`src/rtl/pc_fetch_pkg.sv`:
```
// Shared fetch-stage definitions: FSM state encoding, default reset PC and a NOP word.
package pc_fetch_pkg;

    typedef enum logic [1:0] {
        S_REQ  = 2'd0,
        S_WAIT = 2'd1,
        S_HOLD = 2'd2,
        S_HALT = 2'd3
    } fetch_state_t;

    localparam logic [31:0] DEFAULT_RESET_PC = 32'h0000_0000;

    // addi x0, x0, 0 -- handy filler for debug displays
    localparam logic [31:0] NOP_INSN = 32'h0000_0013;

endpackage

```
`src/rtl/pc_reg.sv`:
```
// Architectural PC register: asynchronous reset to RESET_PC, loads d when load is high.
module pc_reg #(
    parameter logic [31:0] RESET_PC = 32'h0000_0000
) (
    input  logic        clk,
    input  logic        rst,
    input  logic        load,
    input  logic [31:0] d,
    output logic [31:0] q
);

    logic [31:0] pc_q;
    logic [31:0] pc_d;

    // Hold unless a retire asks for a load
    always_comb begin
        pc_d = pc_q;
        if (load) begin
            pc_d = d;
        end
    end

    // PC flop with asynchronous reset
    always_ff @(posedge clk or posedge rst) begin
        if (rst) begin
            pc_q <= RESET_PC;
        end else begin
            pc_q <= pc_d;
        end
    end

    assign q = pc_q;

endmodule

```
`src/rtl/pc_fetch.sv`:
```
// Fetch stage: requests the instruction at pc, latches the response and holds it
// for decode until it retires, then advances pc to npc (or halts on a misaligned npc).
module pc_fetch
    import pc_fetch_pkg::*;
#(
    parameter logic [31:0] RESET_PC = DEFAULT_RESET_PC,
    parameter int          CNT_W    = 32
) (
    input  logic             clk,
    input  logic             rst,
    input  logic [31:0]      npc,
    output logic [31:0]      pc,
    output logic             imem_req,
    output logic [31:0]      imem_addr,
    input  logic             imem_gnt,
    input  logic             imem_rvalid,
    input  logic [31:0]      imem_rdata,
    output logic             inst_valid,
    output logic [31:0]      inst,
    output logic [31:0]      inst_pc,
    input  logic             inst_ready,
    output logic             fetch_err,
    output logic [CNT_W-1:0] retire_cnt
);

    fetch_state_t     state_q, state_d;
    logic [31:0]      inst_q, inst_d;
    logic [31:0]      inst_pc_q, inst_pc_d;
    logic             inst_valid_q, inst_valid_d;
    logic             fetch_err_q, fetch_err_d;
    logic [CNT_W-1:0] retire_cnt_q, retire_cnt_d;
    logic             pc_load;
    logic             req_d;
    logic [31:0]      pc_q;

    pc_reg #(
        .RESET_PC (RESET_PC)
    ) u_pc_reg (
        .clk  (clk),
        .rst  (rst),
        .load (pc_load),
        .d    (npc),
        .q    (pc_q)
    );

    // Next-state, instruction latch, retire counter and request output
    always_comb begin
        state_d      = state_q;
        inst_d       = inst_q;
        inst_pc_d    = inst_pc_q;
        inst_valid_d = inst_valid_q;
        fetch_err_d  = fetch_err_q;
        retire_cnt_d = retire_cnt_q;
        pc_load      = 1'b0;
        req_d        = 1'b0;
        case (state_q)
            S_REQ: begin
                req_d = 1'b1;
                if (imem_gnt) begin
                    state_d = S_WAIT;
                end
            end
            S_WAIT: begin
                if (imem_rvalid) begin
                    inst_d       = imem_rdata;
                    inst_pc_d    = pc_q;
                    inst_valid_d = 1'b1;
                    state_d      = S_HOLD;
                end
            end
            S_HOLD: begin
                if (inst_ready) begin
                    inst_valid_d = 1'b0;
                    retire_cnt_d = retire_cnt_q + CNT_W'(1);
                    if (npc[1:0] == 2'b00) begin
                        pc_load = 1'b1;
                        state_d = S_REQ;
                    end else begin
                        // Misaligned target: keep the old pc and stop fetching until reset
                        fetch_err_d = 1'b1;
                        state_d     = S_HALT;
                    end
                end
            end
            S_HALT: begin
                state_d = S_HALT;
            end
            default: begin
                state_d = S_HALT;
            end
        endcase
    end

    // State and datapath registers with asynchronous reset
    always_ff @(posedge clk or posedge rst) begin
        if (rst) begin
            state_q      <= S_REQ;
            inst_q       <= 32'h0;
            inst_pc_q    <= RESET_PC;
            inst_valid_q <= 1'b0;
            fetch_err_q  <= 1'b0;
            retire_cnt_q <= '0;
        end else begin
            state_q      <= state_d;
            inst_q       <= inst_d;
            inst_pc_q    <= inst_pc_d;
            inst_valid_q <= inst_valid_d;
            fetch_err_q  <= fetch_err_d;
            retire_cnt_q <= retire_cnt_d;
        end
    end

    assign pc         = pc_q;
    assign imem_addr  = pc_q;
    assign imem_req   = req_d;
    assign inst_valid = inst_valid_q;
    assign inst       = inst_q;
    assign inst_pc    = inst_pc_q;
    assign fetch_err  = fetch_err_q;
    assign retire_cnt = retire_cnt_q;

endmodule

```
`config.mk`:
```
export PLATFORM = sky130hd
export DESIGN_NAME = pc_fetch
export DESIGN_NICKNAME = d
export VERILOG_FILES = /design/src/rtl/pc_fetch_pkg.sv /design/src/rtl/pc_reg.sv /design/src/rtl/pc_fetch.sv
export SDC_FILE = /design/constraint.sdc
export NUM_CORES = 1
export LEC_CHECK = 0
export BUFFER_PORTS_ARGS = -buffer_cell sky130_fd_sc_hd__buf_4
export CAP_MARGIN = 20
export CELL_PAD_IN_SITES_DETAIL_PLACEMENT = 1
export CELL_PAD_IN_SITES_GLOBAL_PLACEMENT = 2
export CORE_MARGIN = 5
export CORE_UTILIZATION = 34
export DETAILED_ROUTE_END_ITERATION = 12
export GPL_TIMING_DRIVEN = 0
export PLACE_DENSITY_LB_ADDON = 0.3
export SLEW_MARGIN = 20
export SYNTH_ARGS = -nofsm -noshare
export SYNTH_HDL_FRONTEND = slang
export SYNTH_HIERARCHICAL = 1
export SYNTH_SLANG_ARGS = --single-unit
```
`constraint.sdc`:
```
create_clock -name clk -period 7.6 [get_ports clk]
set_input_delay 2.28 -clock clk [delete_from_list [all_inputs] [get_ports clk]]
set_output_delay 2.28 -clock clk [all_outputs]
set_load 0.02 [all_outputs]
```
==> key figures <==
Critical path
  • Crit-path slowest cell: dfrtp_1
  • R2R Setup Slk: 5710 ps
  • CP delay by family, top: flip-flops
  • Critical path class: reg -> out
  • FF-to-FF End: u_pc_reg/q[21]$_DFFE_PP0P_
  • Crit-path max FO: 8
  • Worst path arrival time: 1190 ps
  • CP Capture Type: output port
  • Cells along the critical path: buf_2, nor2_1, buf_4
  • Worst r2r path cells: 5
  • CP Launch Type: register
  • Crit path buf inv count: 2
  • Reg2reg start: state_q[0]$_DFFE_PP0P_
  • Required @ worst endpoint: 5320 ps
  • Critical Path Stages: 3
  • CP peak stage delay: 360 ps

Detailed routing
  • Drt first pass iters: 4
  • DRC viols: 0
  • Via count: 3958
  • WL final: 15800 um
  • Vias per std cell: 4.55
  • DR WL/cell: 18.2 um
  • Initial DRC count: 69
  • Remaining antenna violation count: 0

GRT
  • First-pass GRT wire length: 25300 um
  • Largest net degree at the start of global routing: 72
  • Congestion Overflow GR: 0
  • GR Util All Layers: 16.6%
  • Initial antenna violation count: 0
  • Vias in the first global route: 4362

Layout
  • Layout cells sized above 1: 64.6%
  • Multi-input logic area: 1990 sq um
  • Diode count: 0
  • FILL cells: 1711
  • Seq. cell area: 3300 sq um
  • Post-layout nets: 707
  • Post-route insts no fill: 870
  • Area Growth Syn to Fin: 46.0%

Synthesis
  • Syn_area_per_cell: 14.7 sq um
  • Async SR Flop Fraction: 100%
  • Warnings from Yosys: 6
  • Post-Syn Area: 5690 sq um
  • Synth cell types: 33
  • Post-Syn Nets: 456
  • Synth Register Bits: 132
  • EDFF count, synth: 0
  • Syn Inst Count: 386
  • Register area share after synthesis: 58.1%
  • Post-synth top flop: dfrtp_1

Timing
  • # setup viols final: 0
  • PnR worst setup slack: 4130 ps
  • Period minus WS final: 3470 ps
  • Fmax achieved: 288 MHz
  • Slew at the pin closest to its max-slew limit: 735 ps
  • Setup TNS: 0 ps
  • Skew final: 6.95 ps
  • Worst rel slew slack: 50.9%
  • Slew Limit Fails: 0
  • Final hold viol count: 0
  • Final Cycle Share: 45.7%
  • Unrepaired setup endpoints after global routing: no

Run status
  • Status: complete, no violations

Clocking
  • H-tree levels: 4
  • Cts repair resizes: 0
  • Total CTS buffers: 17
  • Post-cts hold buffer count: 0
  • CTS Buffer Depth: 2
  • Clk root buf: clkbuf_16
  • CTS clock-pin slew for the worst setup and hold paths: 60 ps
  • Setup Fix Bufs, Post-CTS: 0
  • Clock latency on the worst-skew pair: 410 ps
  • Clock sinks: 132
  • CTS tree: built

Floorplanning
  • Die Footprint: 19400 sq um
  • Die W: 139 um
  • Initial Util: 34.5%
  • Cell row count: 47
  • Die Ht: 139 um
  • Ports: 232
  • Core area: 16500 sq um

Power
  • P_leak: 4.30 nW
  • Power Density: 394 nW/um^2
  • Peak VDD IR: 0.166 mV

Worst hold path
  • Hold EP: fetch_err$_DFFE_PP0P_
  • Hold depth: 1
  • HP Start: fetch_err$_DFFE_PP0P_
  • Hold WC Path Type: reg -> reg

Placement
  • Post-DP HPWL: 12000 um
  • GP Congestion: 0.774
  • Place WS: 3850 ps
  • Placed cell count: 838
  • Port-buffer cells: 231

Flow run
  • Max Cap Violations: 0
[placed cells by master, fill, tap and decap left out, types with 2 or more instances in the layout]
| cell | Yosys | final |
|---|---|---|
| nor3_1 | 2 | 2 |
| buf_2 | 8 | 8 |
| nand3_1 | 9 | 9 |
| and3_2 | 3 | 3 |
| mux2_2 | 66 | 66 |
| xnor2_1 | 27 | 27 |
| xor2_1 | 4 | 4 |
| mux2_4 | 30 | 30 |
| bufinv_16 | 0 | 2 |
| dfrtp_1 | 132 | 132 |
| and4_2 | 2 | 2 |
| inv_1 | 4 | 2 |
| nor2_1 | 6 | 6 |
| and2_2 | 2 | 2 |
| clkbuf_16 | 0 | 17 |
| nand4_1 | 15 | 15 |
| clkbuf_8 | 0 | 2 |
| and3_1 | 4 | 4 |
| buf_12 | 3 | 3 |
| clkbuf_1 | 0 | 3 |
| clkinv_2 | 0 | 6 |
| buf_4 | 32 | 263 |
| nand2_1 | 17 | 17 |
| nor4_4 | 4 | 4 |
| buf_6 | 3 | 3 |
[worst register-to-register path, delay by kind of cell, from the launching register on]
kind	cells	cell delay, ps
and+or+nand+nor	2	680
DFF	1	440
buffers and inverters	2	350
muxes	1	310
[routing by layer]
metal,vias up,GRT usage [%],share of wire [%]
met5,-,0,0
met3,21,5.04,7.0
li1,1811,-,-
met1,1985,20.0,40
met4,0,5.41,1.6
met2,141,28.5,51
[worst max-delay path by stage]
stage / startpoint / endpoint / slack [ps]
3_5_place_dp: inst_ready / u_pc_reg/q[21]$_DFFE_PP0P_ / 3850
2_1_floorplan: rst / fetch_err$_DFFE_PP0P_ / 2700
3_3_place_gp: rst / retire_cnt[28]$_DFFE_PP0P_ / 1290
6_report: state_q[1]$_DFFE_PP0P_ / imem_req / 4130
5_1_grt: state_q[1]$_DFFE_PP0P_ / imem_req / 4070
4_1_cts: state_q[1]$_DFFE_PP0P_ / imem_req / 4100
[cells in the mapped netlist (2+ instances only)]
| cell | count | area [sq um] |
|---|---|---|
| dfrtp_1 | 132 | 3300 |
| mux2_2 | 66 | 743 |
| buf_4 | 32 | 240 |
| mux2_4 | 30 | 450 |
| xnor2_1 | 27 | 236 |
| nand2_1 | 17 | 63.8 |
| nand4_1 | 15 | 93.8 |
| nand3_1 | 9 | 45.0 |
| buf_2 | 8 | 40.0 |
| nor2_1 | 6 | 22.5 |
| and3_1 | 4 | 25.0 |
| inv_1 | 4 | 15.0 |
| nor4_4 | 4 | 85.1 |
| xor2_1 | 4 | 35.0 |
| and3_2 | 3 | 22.5 |
| buf_12 | 3 | 60.1 |
| buf_6 | 3 | 33.8 |
| and2_2 | 2 | 15.0 |
| and4_2 | 2 | 20.0 |
| nor3_1 | 2 | 10.0 |
[metrics by stage]
step	hold slack (ps)	total power [mW]	util (%)	cell area, sq um
global route	507	3.43	50.4	8300
CTS	490	3.32	50.4	8300
global placement	465	2.47	46.7	7690
finish	482	3.27	50.4	8300
detailed placement	468	2.51	46.9	7730
floorplan	552	1.85	-	5690
[registers in the layout, indices dropped and copies added, names as in the netlist]
signal and count:
u_pc_reg/q 32, fetch_err 1, inst_pc 32, inst_valid 1, state_q 2, inst 32, retire_cnt 32
[power by group]
part	switching, mW	internal [mW]
registers	0.187	0.936
clock network	0.288	0.497
logic	0.662	0.696
[cell type report]
type | count | share of cell area [%]
inverters | 4 | 0.241
multi-input cells | 204 | 24.0
well taps | 220 | 3.32
flip-flops and latches | 132 | 39.8
clock inverters | 10 | 1.28
plain buffers | 46 | 4.51
clock buffers | 22 | 5.59
repair buffers | 232 | 21.2
[kinds of logic (layout without fill, tap and decap cells)]
kind of cell               count (synthesis)  after routing  synth area share [%]
and+or+nand+nor                           72             72                  8.60
DFF                                      132            132                  58.1
AOI/OAI and AO/OA                          4              4                 0.462
xor gates and xnor gates                  31             31                  4.78
adders and majority gates                  1              1                 0.220
muxes                                     96             96                  21.0
buffers and inverters                     50            314                  6.84
(Power assumes the default switching activity.)
